$ cat config.mk
export PLATFORM = sky130hd
export DESIGN_NAME = alu_sequencer_flat
export DESIGN_NICKNAME = d
export VERILOG_FILES = /design/src/rtl/alu_seq_pkg.sv /design/src/rtl/alu_sequencer_if.sv /design/src/rtl/alu_err_class.sv /design/src/rtl/alu_sequencer.sv /design/src/flat_wrapper.sv
export SDC_FILE = /design/constraint.sdc
export NUM_CORES = 1
export LEC_CHECK = 0
export CAP_MARGIN = 25
export CORE_MARGIN = 3
export CORE_UTILIZATION = 40
export CTS_BUF_LIST = sky130_fd_sc_hd__clkbuf_8
export CTS_CLUSTER_DIAMETER = 40
export DETAILED_ROUTE_END_ITERATION = 8
export DONT_BUFFER_PORTS = 1
export GPL_TIMING_DRIVEN = 1
export PLACE_DENSITY = 0.62
export SETUP_SLACK_MARGIN = 0.5
export SLEW_MARGIN = 30
export SYNTH_ARGS = -nofsm -noshare
export SYNTH_HDL_FRONTEND = slang
export SYNTH_SLANG_ARGS = --single-unit
$ cat constraint.sdc
create_clock -name clk -period 1.8 [get_ports clk]
set_clock_uncertainty 0.05 [all_clocks]
set_input_delay 0.45 -clock clk [delete_from_list [all_inputs] [get_ports clk]]
set_output_delay 0.45 -clock clk [all_outputs]
set_load 0.02 [all_outputs]
$ cat src/rtl/alu_seq_pkg.sv
// Shared definitions for the ALU command sequencer: op codes, FSM states
// and response error bit positions.
package alu_seq_pkg;

  localparam logic [3:0] OP_ADD = 4'h0;
  localparam logic [3:0] OP_MOD = 4'h1;
  localparam logic [3:0] OP_DIV = 4'h2;
  localparam logic [3:0] OP_MUL = 4'h4;
  localparam logic [3:0] OP_SUB = 4'h8;

  localparam int ERR_OVF = 0;
  localparam int ERR_DZ  = 1;

  typedef enum logic [1:0] {
    IDLE  = 2'd0,
    DRIVE = 2'd1,
    RESP  = 2'd2
  } state_t;

endpackage

$ cat src/rtl/alu_sequencer_if.sv
// Command and response handshakes between a requester and the ALU sequencer.
interface alu_sequencer_if;
  logic        cmd_valid;
  logic        cmd_ready;
  logic [15:0] cmd_a;
  logic [15:0] cmd_b;
  logic [3:0]  cmd_op;
  logic        cmd_use_acc;
  logic        rsp_valid;
  logic        rsp_ready;
  logic [31:0] rsp_r;
  logic [1:0]  rsp_err;

  modport master (
    output cmd_valid, cmd_a, cmd_b, cmd_op, cmd_use_acc, rsp_ready,
    input  cmd_ready, rsp_valid, rsp_r, rsp_err
  );

  modport slave (
    input  cmd_valid, cmd_a, cmd_b, cmd_op, cmd_use_acc, rsp_ready,
    output cmd_ready, rsp_valid, rsp_r, rsp_err
  );
endinterface

$ cat src/rtl/alu_err_class.sv
// Classifies the ALU outcome into overflow / divide-by-zero flags.
// Unknown op codes never raise an error.
module alu_err_class
  import alu_seq_pkg::*;
(
  input  logic [3:0]  op,
  input  logic [15:0] b,
  input  logic        alu_error,
  output logic [1:0]  err
);

  always_comb begin
    // NOTE: default every bit first so no path leaves err unassigned (no latch).
    err          = '0;
    err[ERR_OVF] = alu_error && (op == OP_ADD || op == OP_SUB);
    err[ERR_DZ]  = (op == OP_MOD || op == OP_DIV) && (b == '0);
  end

endmodule

$ cat src/rtl/alu_sequencer.sv
// Command front end for the combinational 16-bit ALU: latches operands,
// holds them for a settle window, then captures result and error status.
module alu_sequencer
  import alu_seq_pkg::*;
#(
  parameter int SETTLE_CYCLES = 2
) (
  input  logic            clk,
  input  logic            rst,
  alu_sequencer_if.slave  bus,
  output logic [15:0]     alu_a,
  output logic [15:0]     alu_b,
  output logic [3:0]      alu_op,
  input  logic [31:0]     alu_r,
  input  logic            alu_error,
  output logic [31:0]     acc,
  output logic            err_sticky,
  input  logic            clr_sticky,
  output logic            busy
);

  localparam logic [3:0] CNT_INIT = 4'(SETTLE_CYCLES - 1);

  state_t      state;
  logic [3:0]  cnt;
  logic        rsp_valid_q;
  logic [31:0] rsp_r_q;
  logic [1:0]  rsp_err_q;
  logic [1:0]  cap_err;

  alu_err_class u_err_class (
    .op        (alu_op),
    .b         (alu_b),
    .alu_error (alu_error),
    .err       (cap_err)
  );

  // Gated by rst so the requester never sees ready while reset is held.
  assign bus.cmd_ready = (state == IDLE) && !rst;
  assign bus.rsp_valid = rsp_valid_q;
  assign bus.rsp_r     = rsp_r_q;
  assign bus.rsp_err   = rsp_err_q;

  always_ff @(posedge clk) begin
    if (rst) begin
      state       <= IDLE;
      cnt         <= '0;
      alu_a       <= '0;
      alu_b       <= '0;
      alu_op      <= '0;
      rsp_valid_q <= 1'b0;
      rsp_r_q     <= '0;
      rsp_err_q   <= '0;
      acc         <= '0;
      err_sticky  <= 1'b0;
      busy        <= 1'b0;
    end else begin
      // NOTE: non-blocking throughout; the later capture-set below overrides this clear.
      if (clr_sticky) err_sticky <= 1'b0;

      case (state)
        IDLE: begin
          if (bus.cmd_valid) begin
            alu_a  <= bus.cmd_use_acc ? acc[15:0] : bus.cmd_a;
            alu_b  <= bus.cmd_b;
            alu_op <= bus.cmd_op;
            cnt    <= CNT_INIT;
            busy   <= 1'b1;
            state  <= DRIVE;
          end
        end

        DRIVE: begin
          if (cnt == '0) begin
            rsp_r_q     <= alu_r;
            rsp_err_q   <= cap_err;
            rsp_valid_q <= 1'b1;
            if (!cap_err[ERR_DZ]) acc <= alu_r;
            if (cap_err != '0) err_sticky <= 1'b1;
            state <= RESP;
          end else begin
            cnt <= cnt - 4'd1;
          end
        end

        RESP: begin
          if (bus.rsp_ready) begin
            rsp_valid_q <= 1'b0;
            busy        <= 1'b0;
            state       <= IDLE;
          end
        end

        default: begin
          busy  <= 1'b0;
          state <= IDLE;
        end
      endcase
    end
  end

endmodule

$ cat src/flat_wrapper.sv
// flat-port wrapper written by rule: the top's interface ports become plain ports
module alu_sequencer_flat import alu_seq_pkg::*;
#(
  parameter int SETTLE_CYCLES = 2
)
  (clk, rst, alu_a, alu_b, alu_op, alu_r, alu_error, acc, err_sticky, clr_sticky, busy, bus_cmd_valid, bus_cmd_a, bus_cmd_b, bus_cmd_op, bus_cmd_use_acc, bus_rsp_ready, bus_cmd_ready, bus_rsp_valid, bus_rsp_r, bus_rsp_err);
  alu_sequencer_if bus_i ();
  input  logic clk;
  input  logic rst;
  output logic [15:0] alu_a;
  output logic [15:0] alu_b;
  output logic [3:0] alu_op;
  input  logic [31:0] alu_r;
  input  logic alu_error;
  output logic [31:0] acc;
  output logic err_sticky;
  input  logic clr_sticky;
  output logic busy;
  input wire logic [$bits(bus_i.cmd_valid)-1:0] bus_cmd_valid;
  input wire logic [$bits(bus_i.cmd_a)-1:0] bus_cmd_a;
  input wire logic [$bits(bus_i.cmd_b)-1:0] bus_cmd_b;
  input wire logic [$bits(bus_i.cmd_op)-1:0] bus_cmd_op;
  input wire logic [$bits(bus_i.cmd_use_acc)-1:0] bus_cmd_use_acc;
  input wire logic [$bits(bus_i.rsp_ready)-1:0] bus_rsp_ready;
  output wire logic [$bits(bus_i.cmd_ready)-1:0] bus_cmd_ready;
  output wire logic [$bits(bus_i.rsp_valid)-1:0] bus_rsp_valid;
  output wire logic [$bits(bus_i.rsp_r)-1:0] bus_rsp_r;
  output wire logic [$bits(bus_i.rsp_err)-1:0] bus_rsp_err;
  assign bus_i.cmd_valid = bus_cmd_valid;
  assign bus_i.cmd_a = bus_cmd_a;
  assign bus_i.cmd_b = bus_cmd_b;
  assign bus_i.cmd_op = bus_cmd_op;
  assign bus_i.cmd_use_acc = bus_cmd_use_acc;
  assign bus_i.rsp_ready = bus_rsp_ready;
  assign bus_cmd_ready = bus_i.cmd_ready;
  assign bus_rsp_valid = bus_i.rsp_valid;
  assign bus_rsp_r = bus_i.rsp_r;
  assign bus_rsp_err = bus_i.rsp_err;
  alu_sequencer #(.SETTLE_CYCLES(SETTLE_CYCLES)) u_core (.clk(clk), .rst(rst), .bus(bus_i), .alu_a(alu_a), .alu_b(alu_b), .alu_op(alu_op), .alu_r(alu_r), .alu_error(alu_error), .acc(acc), .err_sticky(err_sticky), .clr_sticky(clr_sticky), .busy(busy));
endmodule
# == Yosys cells after proc, flatten, opt, wreduce, memory -nomap -nowiden ==
# Index checks and enable logic that the tools add are counted.
# totals
regBits,111
inputBits,75
out_inout_bits,106
word_cells,60
# classes
add_sub_neg,1
n_eq_ne,9
muxes,17
bitwise,2
n_reduce_logical,20
# op_table
cell,count
16-bit logical NOT,1
16-bit 2-to-1 mux,1
3-bit AND reduction,5
4-bit logical NOT,2
4-bit 2-to-1 mux,2
4-bit case mux with 2 select lines,1
1-bit 2-to-1 mux,7
2-bit 2-to-1 mux,3
"2-bit inequality test, second input constant",3
2-bit case mux with 3 select lines,1
2-bit nonzero test,3
"4-bit by 1-bit == test with 1-bit output, second input constant",1
"4-bit by 2-bit == test with 1-bit output, second input constant",1
"4-bit == test, second input constant",1
2-bit AND reduction,2
"4-bit by 1-bit subtractor with 4-bit output, second input constant",1
1-bit logical AND,3
1-bit case mux with 3 select lines,1
"2-bit by 1-bit == test with 1-bit output, second input constant",1
"2-bit == test, second input constant",1
2-bit logical NOT,1
1-bit logical OR,2
"2-bit by 1-bit inequality test with 1-bit output, second input constant",1
1-bit inverter,2
2 further kinds,2

# == Longest topological paths before layout ==
# Gate-level depths: netlist of run 1.
# depth
depth_word,7
mapped_depth,8
depth_no_buf,6

# == Hierarchy ==
# Synthesis of run 1 repeated with hierarchy kept, for this count alone.
# unflattened
hier_cells,538
area_unflattened_um2,4599.4
# by_module_without_submodules
module,instances,cells_each,area_each_um2,seq_area_each_um2
alu_sequencer,1,530,4533.1,2222.1
alu_err_class,1,8,66.3,0.0

# == Worst setup path before layout of run 1 ==
# Ideal clock, no wire load.
# synth_timing
path_type,input to output
startpoint,input port rst
endpoint,output port bus_cmd_ready
t_arrival_ns,1.471
required_time_ns,1.300
slack_ns,-0.171
stages,4
path_buffers,3
path_cell_list,clkbuf_1 -> clkbuf_1 -> clkbuf_1 -> nor3_1
# synth_via
elab_chain_len,2
# synth_rtl
element,line_no,text
"start, declared",flat_wrapper.sv:9,input logic rst;
1-bit logical NOT,alu_sequencer.sv:39,assign bus.cmd_ready = (state == IDLE) && !rst;
1-bit logical AND,alu_sequencer.sv:39,
"end, declared",flat_wrapper.sv:25,output wire logic [$bits(bus_i.cmd_ready)-1:0] bus_cmd_ready;
# No other way between the ends.

# == Worst setup path in the final report of run 1 ==
# layout_timing
startpoint,register u_core.cnt[1]
endpoint,register u_core.acc[28]
# layout_via
elab_chain_len,2
# layout_rtl
element,line_no,text
"start, declared",alu_sequencer.sv:25,logic [3:0] cnt;
"start signal, assigned",alu_sequencer.sv:82,cnt <= cnt - 4'd1;
4-bit logical NOT,alu_sequencer.sv:74,if (cnt == '0) begin
3-bit AND reduction (no source line),-,
"end signal, assigned",alu_sequencer.sv:78,if (!cap_err[ERR_DZ]) acc <= alu_r;
"end, declared",alu_sequencer.sv:16,"output logic [31:0] acc,"
# No other way between the ends.
# A chain may end at the register's enable or synchronous reset.

==> reports/metrics.yaml, run 1 <==
syn_inst: 691
clock-sinks: 111
wirelength_um: 18000
dp.cells: 832
mostFrequentLayoutCell: "nand2_1"
numCtsBuffers: 9
setup.worst_path.start: "u_core.cnt[1]$_SDFFE_PP0P_"
dieArea_um2: 14500
gp_congestion: 0.761
dp_hpwl_um: 9850
r2r-start: "u_core.cnt[1]$_SDFFE_PP0P_"
rows: 41
yosys_warnings: 0
synth_adder_area_share: 0.00478
nFillCells: 1081
antenna_found_initial: 0
viasPerCell: 5.75
holdCritStartpoint: "rst"
cpMostUsedCell: "buf_6"
crit_arrival_ps: 2080
cts.clk_slew.worst_paths_ps: 110
drc_errors: 0
maxSlewViolCount: 0
grt_max_degree: 145
rsz0062_at_grt: "yes"
core_area_um2: 12700
die_w_um: 120
status: "finished with violations"
grt_pass1_vias: 4904
layout_common_cells: "nand2_1, dfxtp_4, a21oi_1"
total_power_w: 0.00653
max_freq_mhz: 550
layout_setup_ws_ps: -19.1
synth.area.mux_share: 0.0306
worstPathMaxFanout: 7
htree_levels: 3
drive_gt1_frac: 0.449
crit_path_top_delay_cell: "or3b_4"
synth_area_um2: 5230
diodes: 0
grt_pass1_wl_um: 25600
crit_required_ps: 2060
crit_buf_inv: 4
critPathLaunchType: "flop"
synth_top_family_by_area: "simple AND/OR/NAND/NOR gates"
first_iter_violations: 453
relSlewSlack: 0.669
clock_latency_ps: 400
violations: "setup timing"
synth.distinct_cells: 31
start_util: 0.411
setup-violations-final: 15
grtUsageTotal: 0.221
synth_compound_area_frac: 0.198
tightest_slew_ps: 490
wl_per_cell_um: 20.1
hold_path.class: "in -> reg"
worstPathCellList: "inv_2 > ha_4 > or3b_4 > nor2_4 > buf_6 > buf_6 > buf_12 > nand2_4 > o211ai_1"
route.vias.total: 5131
cap_violations: 0
synth_edf_count: 0
vdd_drop_max_mv: 0.753
synth-xor-area-share: 0.00502
synthArstFlopShare: 0
avgSynthCellArea_um2: 7.57
cp-end-kind: "flop"
power_density_nw_per_um2: 873
synth-main-ff-cell: "dfxtp_1"
final_cells: 892
die_h_um: 120
synthSimpleGateAreaFrac: 0.281
crit_family: "simple AND/OR/NAND/NOR gates"
drtPass1Iterations: 5
clk_path_buf_depth: 2
ys_seq_elements: 111
antenna_left: 0
nets: 792
io_pins: 181
cts-hold-fix-buffers: 0
cp_slowest_stage_delay_ps: 390
leakage_nw: 2.67
critPathKind: "reg -> reg"
ctsRootBufferMaster: "clkbuf_8"
port_buffers: 0
overflow: 0
finalCritPeriodShare: 1.01
syn_nets: 768
finalCriticalPeriod_ps: 1820
yosysSeqAreaShare: 0.425
final_hold_viol_count: 0
area_growth_pct: 43.1
cts_tree: "built"
-- sequential cells by signal, summed over array words and instances, names as in the netlist --
register	cells
u_core.state	2
u_core.bus.rsp_err	2
u_core.acc	32
u_core.alu_b	16
u_core.err_sticky	1
u_core.alu_a	16
u_core.cnt	4
u_core.bus.rsp_valid	1
u_core.alu_op	4
u_core.bus.rsp_r	32
u_core.busy	1
-- final cells by class --
class | count | area [um^2] | area share
multi-input cells | 513 | 3320 | 0.444
clock inverters | 6 | 61.3 | 0.00819
well taps | 172 | 215 | 0.0287
repair buffers | 78 | 1160 | 0.154
inverters | 2 | 7.51 | 0.00100
clock buffers | 10 | 138 | 0.0184
flip-flops and latches | 111 | 2590 | 0.345
-- worst paths after layout --
check / endpoint / slack (ps) / cells past startpoint
worst max-delay path: u_core.acc[28]$_SDFFE_PP0P_ / -20 / 9
worst min-delay path: u_core.bus.rsp_r[19]$_SDFFE_PP0P_ / 50 / 1
worst max register to register: u_core.acc[28]$_SDFFE_PP0P_ / -20 / 9
worst min register to register: u_core.bus.rsp_r[11]$_SDFFE_PP0P_ / 470 / 2
-- worst register-to-register path: stages (launching register included) --
cell      delay [ps]
dfxtp_2          350
inv_2             80
ha_4             130
or3b_4           390
nor2_4           150
buf_6            140
buf_6            100
buf_12           120
nand2_4           40
o211ai_1         190
-- kinds of logic (layout without fill, tap and decap cells) --
| family | after synthesis | after routing |
|---|---|---|
| flops | 111 | 111 |
| buf+inv | 67 | 96 |
| simple gates | 318 | 318 |
| mux | 16 | 16 |
| compound gates | 174 | 174 |
| xor+xnor | 3 | 3 |
| fa+ha+maj | 2 | 2 |
-- where the power goes --
group	internal, W	switching [W]	total (W)
Combinational	0.000861	0.00100	0.00186
Sequential	0.00269	0.000433	0.00313
Clock	0.000677	0.000869	0.00155
-- synthesized netlist by cell type (2+ instances only) --
cell type,number,area (um^2)
nand2_1,176,661
dfxtp_1,111,2220
a21oi_1,90,450
clkbuf_1,56,210
nor3_1,38,190
a31oi_1,34,213
nand2b_1,34,213
nor2b_1,33,206
o211ai_1,32,240
nor2_1,21,78.8
a211oi_1,17,128
mux2i_1,16,160
buf_6,5,56.3
buf_2,4,20.0
nand3_1,3,15.0
xor2_1,3,26.3
ha_1,2,25.0
inv_1,2,7.51
nor4_1,2,12.5
-- what timing repair did --
| action | in CTS | in global routing |
|---|---|---|
| cloned | 10 | 8 |
| setup buffers | 21 | 5 |
| gates resized for setup | 226 | 151 |
| setup endpoints to repair | 212 | 213 |
| pin swaps | 16 | 64 |
-- through the flow --
stage                     hold slack, ps  TNS (ps)  instance area [um^2]  utilization  worst slack [ps]
after floorplan                      392     -2980                  5400            -             -99.4
after global placement               396         0                  5600        0.440              54.3
after detailed placement             404         0                  5600        0.440              2.93
after CTS                           36.3         0                  6710        0.527              9.96
after global routing                20.8     -4090                  7490        0.588              -106
final                               52.2      -101                  7490        0.588             -19.1
-- routing by layer --
metal / wire length (um) / GRT usage
met1: 7090 / 0.270
met3: 1550 / 0.0776
met4: 366 / 0.0772
met5: 0 / 0
met2: 8950 / 0.363
Power figures use the tool's default switching activity.
==> inputs of run 2 (changes only) <==
--- a/config.mk
+++ b/config.mk
@@ -14,6 +14,7 @@
 export DONT_BUFFER_PORTS = 1
 export GPL_TIMING_DRIVEN = 1
 export PLACE_DENSITY = 0.62
+export RECOVER_POWER = 100
 export SETUP_SLACK_MARGIN = 0.5
 export SLEW_MARGIN = 30
 export SYNTH_ARGS = -nofsm -noshare
==> results of run 2 <==
Final layout, timing and power as in run 1 (identical DEF).
==> inputs of run 3 (changes only) <==
--- a/config.mk
+++ b/config.mk
@@ -19,4 +19,5 @@
 export SLEW_MARGIN = 30
 export SYNTH_ARGS = -nofsm -noshare
 export SYNTH_HDL_FRONTEND = slang
+export SYNTH_HIERARCHICAL = 1
 export SYNTH_SLANG_ARGS = --single-unit
==> run 3 against run 2 <==
The flow still finishes with violations (setup timing). Cell area is 11% lower. Total power down 6.0%. Largest power group unchanged. Critical path depth decreased by 3. Core utilization up 1.7 points. Critical endpoint is now u_core/acc[11]$_SDFFE_PP0P_. First-iteration DRC count fell by 28%. Maximum frequency decreased by 7.5%. Non-clock buffer count is 7 higher. Sequential power decreased by 6%.
==> reports/metrics.yaml, run 3 <==
grt_pass1_wl_um: 24700
maxSlewViolCount: 0
crit_arrival_ps: 2230
clk_path_buf_depth: 2
rsz0062_at_grt: "yes"
drive_gt1_frac: 0.477
worstPathMaxFanout: 14
viasPerCell: 5.99
htree_levels: 3
wirelength_um: 16800
cts_tree: "built"
hold_path.class: "in -> reg"
grt_pass1_vias: 4478
cp_slowest_stage_delay_ps: 540
power_density_nw_per_um2: 920
dp_hpwl_um: 8710
max_freq_mhz: 509
yosysTopAreaCell: "dfxtp_1"
synth_most_common_cell: "dfxtp_1"
die_w_um: 113
cap_violations: 0
cts-hold-fix-buffers: 0
cp-end-kind: "flop"
layout_setup_ws_ps: -165
ys_seq_elements: 111
mostFrequentLayoutCell: "dfxtp_1"
ctsRootBufferMaster: "clkbuf_8"
synth_top_area_share: 0.483
nets: 660
drtPass1Iterations: 5
synthArstFlopShare: 0
core_area_um2: 11000
wl_per_cell_um: 23.1
cts.clk_slew.worst_paths_ps: 110
tightest_slew_ps: 532
internal_power_w: 0.00410
finalCriticalPeriod_ps: 1970
rows: 38
overflow: 0
syn_nets: 615
final_hold_viol_count: 0
layout_common_cells: "dfxtp_1, o21ai_1, a21oi_1"
antenna_left: 0
synth-main-ff-cell: "dfxtp_1"
die_h_um: 113
synth.area.mux_share: 0.0348
start_util: 0.417
synth_compound_area_frac: 0.213
finalCritPeriodShare: 1.09
synth_edf_count: 0
worstPathCellList: "or4_4 > nor4_4 > or3b_4 > buf_12 > o21ai_1 > a21oi_1"
clock-sinks: 111
diodes: 0
vdd_drop_max_mv: 0.481
crit_path_top_delay_cell: "or4_4"
synthTopCellsByCount: "dfxtp_1, a21oi_1, o21ai_0, clkbuf_1, nand2_1"
avgSynthCellArea_um2: 8.55
io_pins: 181
synth-xor-area-share: 0.00190
synth_adder_area_share: 0.00544
relSlewSlack: 0.645
dieArea_um2: 12800
critPathLaunchType: "flop"
power.share.switching: 0.333
critPathKind: "reg -> reg"
first_iter_violations: 327
syn_inst: 538
p_switching_w: 0.00204
synth_area_leaders: "dfxtp_1, a21oi_1, o21ai_0, nand4b_1, nand3_1"
synth_area_um2: 4600
grtUsageTotal: 0.244
status: "finished with violations"
numCtsBuffers: 9
antenna_found_initial: 0
port_buffers: 0
area_growth_pct: 45.1
synth.distinct_cells: 41
p_seq_frac: 0.480
synthSimpleGateAreaFrac: 0.209
crit_required_ps: 2060
p_clk_frac: 0.255
clock_latency_ps: 390
gp_congestion: 0.793
grt_max_degree: 130
total_power_w: 0.00614
route.vias.total: 4358
yosys_warnings: 6
setup-violations-final: 38
violations: "setup timing"
synth_top_family_by_area: "compound AO/OA/AOI/OAI gates"
yosysSeqAreaShare: 0.483
nFillCells: 969
leakage_nw: 2.39
tns_ps: -4650
drc_errors: 0
power_frac_comb: 0.265
-- run 3: cell count changes after synthesis, sizes merged, moves of 30 or more --
| cell | change |
|---|---|
| o211ai | -32 |
| a31oi | -34 |
| nand2 | -134 |
| nor3 | -36 |
| o21ai | +80 |
| nand3 | +30 |
-- run 3: cell type report --
cell class | instances | area [um^2] | area share
Inverter | 2 | 10.0 | 0.00150
Tap cell | 140 | 175 | 0.0262
Clock buffer | 11 | 151 | 0.0227
Multi-Input combinational cell | 374 | 2980 | 0.446
Timing Repair Buffer | 85 | 1010 | 0.152
Clock inverter | 4 | 46.3 | 0.00694
Sequential cell | 111 | 2300 | 0.345
-- run 3: path summary, 6_finish.rpt --
kind | slack, ps | depth (start not counted) | startpoint | end
worst max-delay path | -170 | 6 | u_core/alu_b[1]$_SDFFE_PP0P_ | u_core/acc[11]$_SDFFE_PP0P_
worst min-delay path | 80 | 1 | rst | u_core/alu_a[4]$_SDFFE_PP0P_
worst max register to register | -170 | 6 | u_core/alu_b[1]$_SDFFE_PP0P_ | u_core/acc[11]$_SDFFE_PP0P_
worst min register to register | 470 | 2 | u_core/acc[27]$_SDFFE_PP0P_ | u_core/acc[27]$_SDFFE_PP0P_
-- run 3: cells by family (layout without fill, tap and decap cells) --
logic type               count (synthesis)  after routing
XOR/XNOR                                 1              1
flip-flops                             111            111
AND/OR/NAND/NOR                        172            175
buffers and inverters                   56            102
adder cells (fa/ha/maj)                  2              2
AO/OA/AOI/OAI                          180            180
multiplexers                            16             16
-- run 3: stage by stage --
stage	worst slack, ps	utilization	std cells	cell area (um^2)	hold WS, ps
after floorplan	55.6	-	538	4820	443
after global placement	-120	0.454	665	5010	467
after detailed placement	-175	0.454	665	5010	480
after CTS	-77.3	0.586	715	6460	59.5
after global routing	-215	0.605	727	6670	68.8
final	-165	0.605	727	6670	77.9
-- run 3: power groups by stage --
stage	Combinational [W]	Sequential (W)	Clock [W]
5_1_grt	0.00173	0.00297	0.00168
4_1_cts	0.00147	0.00295	0.00158
3_5_place_dp	0.000964	0.00298	0
3_3_place_gp	0.000932	0.00297	0
2_1_floorplan	0.000725	0.00298	0
6_report	0.00163	0.00295	0.00156
-- run 3: critical path: cells and delay by family (launching register included) --
family / cells / cell delay (ps)
AO/OA/AOI/OAI: 2 / 220
buffers and inverters: 1 / 150
flip-flops: 1 / 360
AND/OR/NAND/NOR: 3 / 1100
-- run 3: layer usage --
layer / vias to the layer above / global-route usage / wire (um)
met3: 28 / 0.0866 / 1310
li1: 2008 / - / -
met5: - / 0 / 0
met1: 2160 / 0.293 / 6660
met4: 0 / 0.0970 / 357
met2: 162 / 0.399 / 8470
-- run 3: what timing repair did --
item	in CTS	in global routing
cloned	14	4
setup buffers	21	8
pin swaps	74	46
endpoints found under the setup margin	215	216
gates resized for setup	297	162
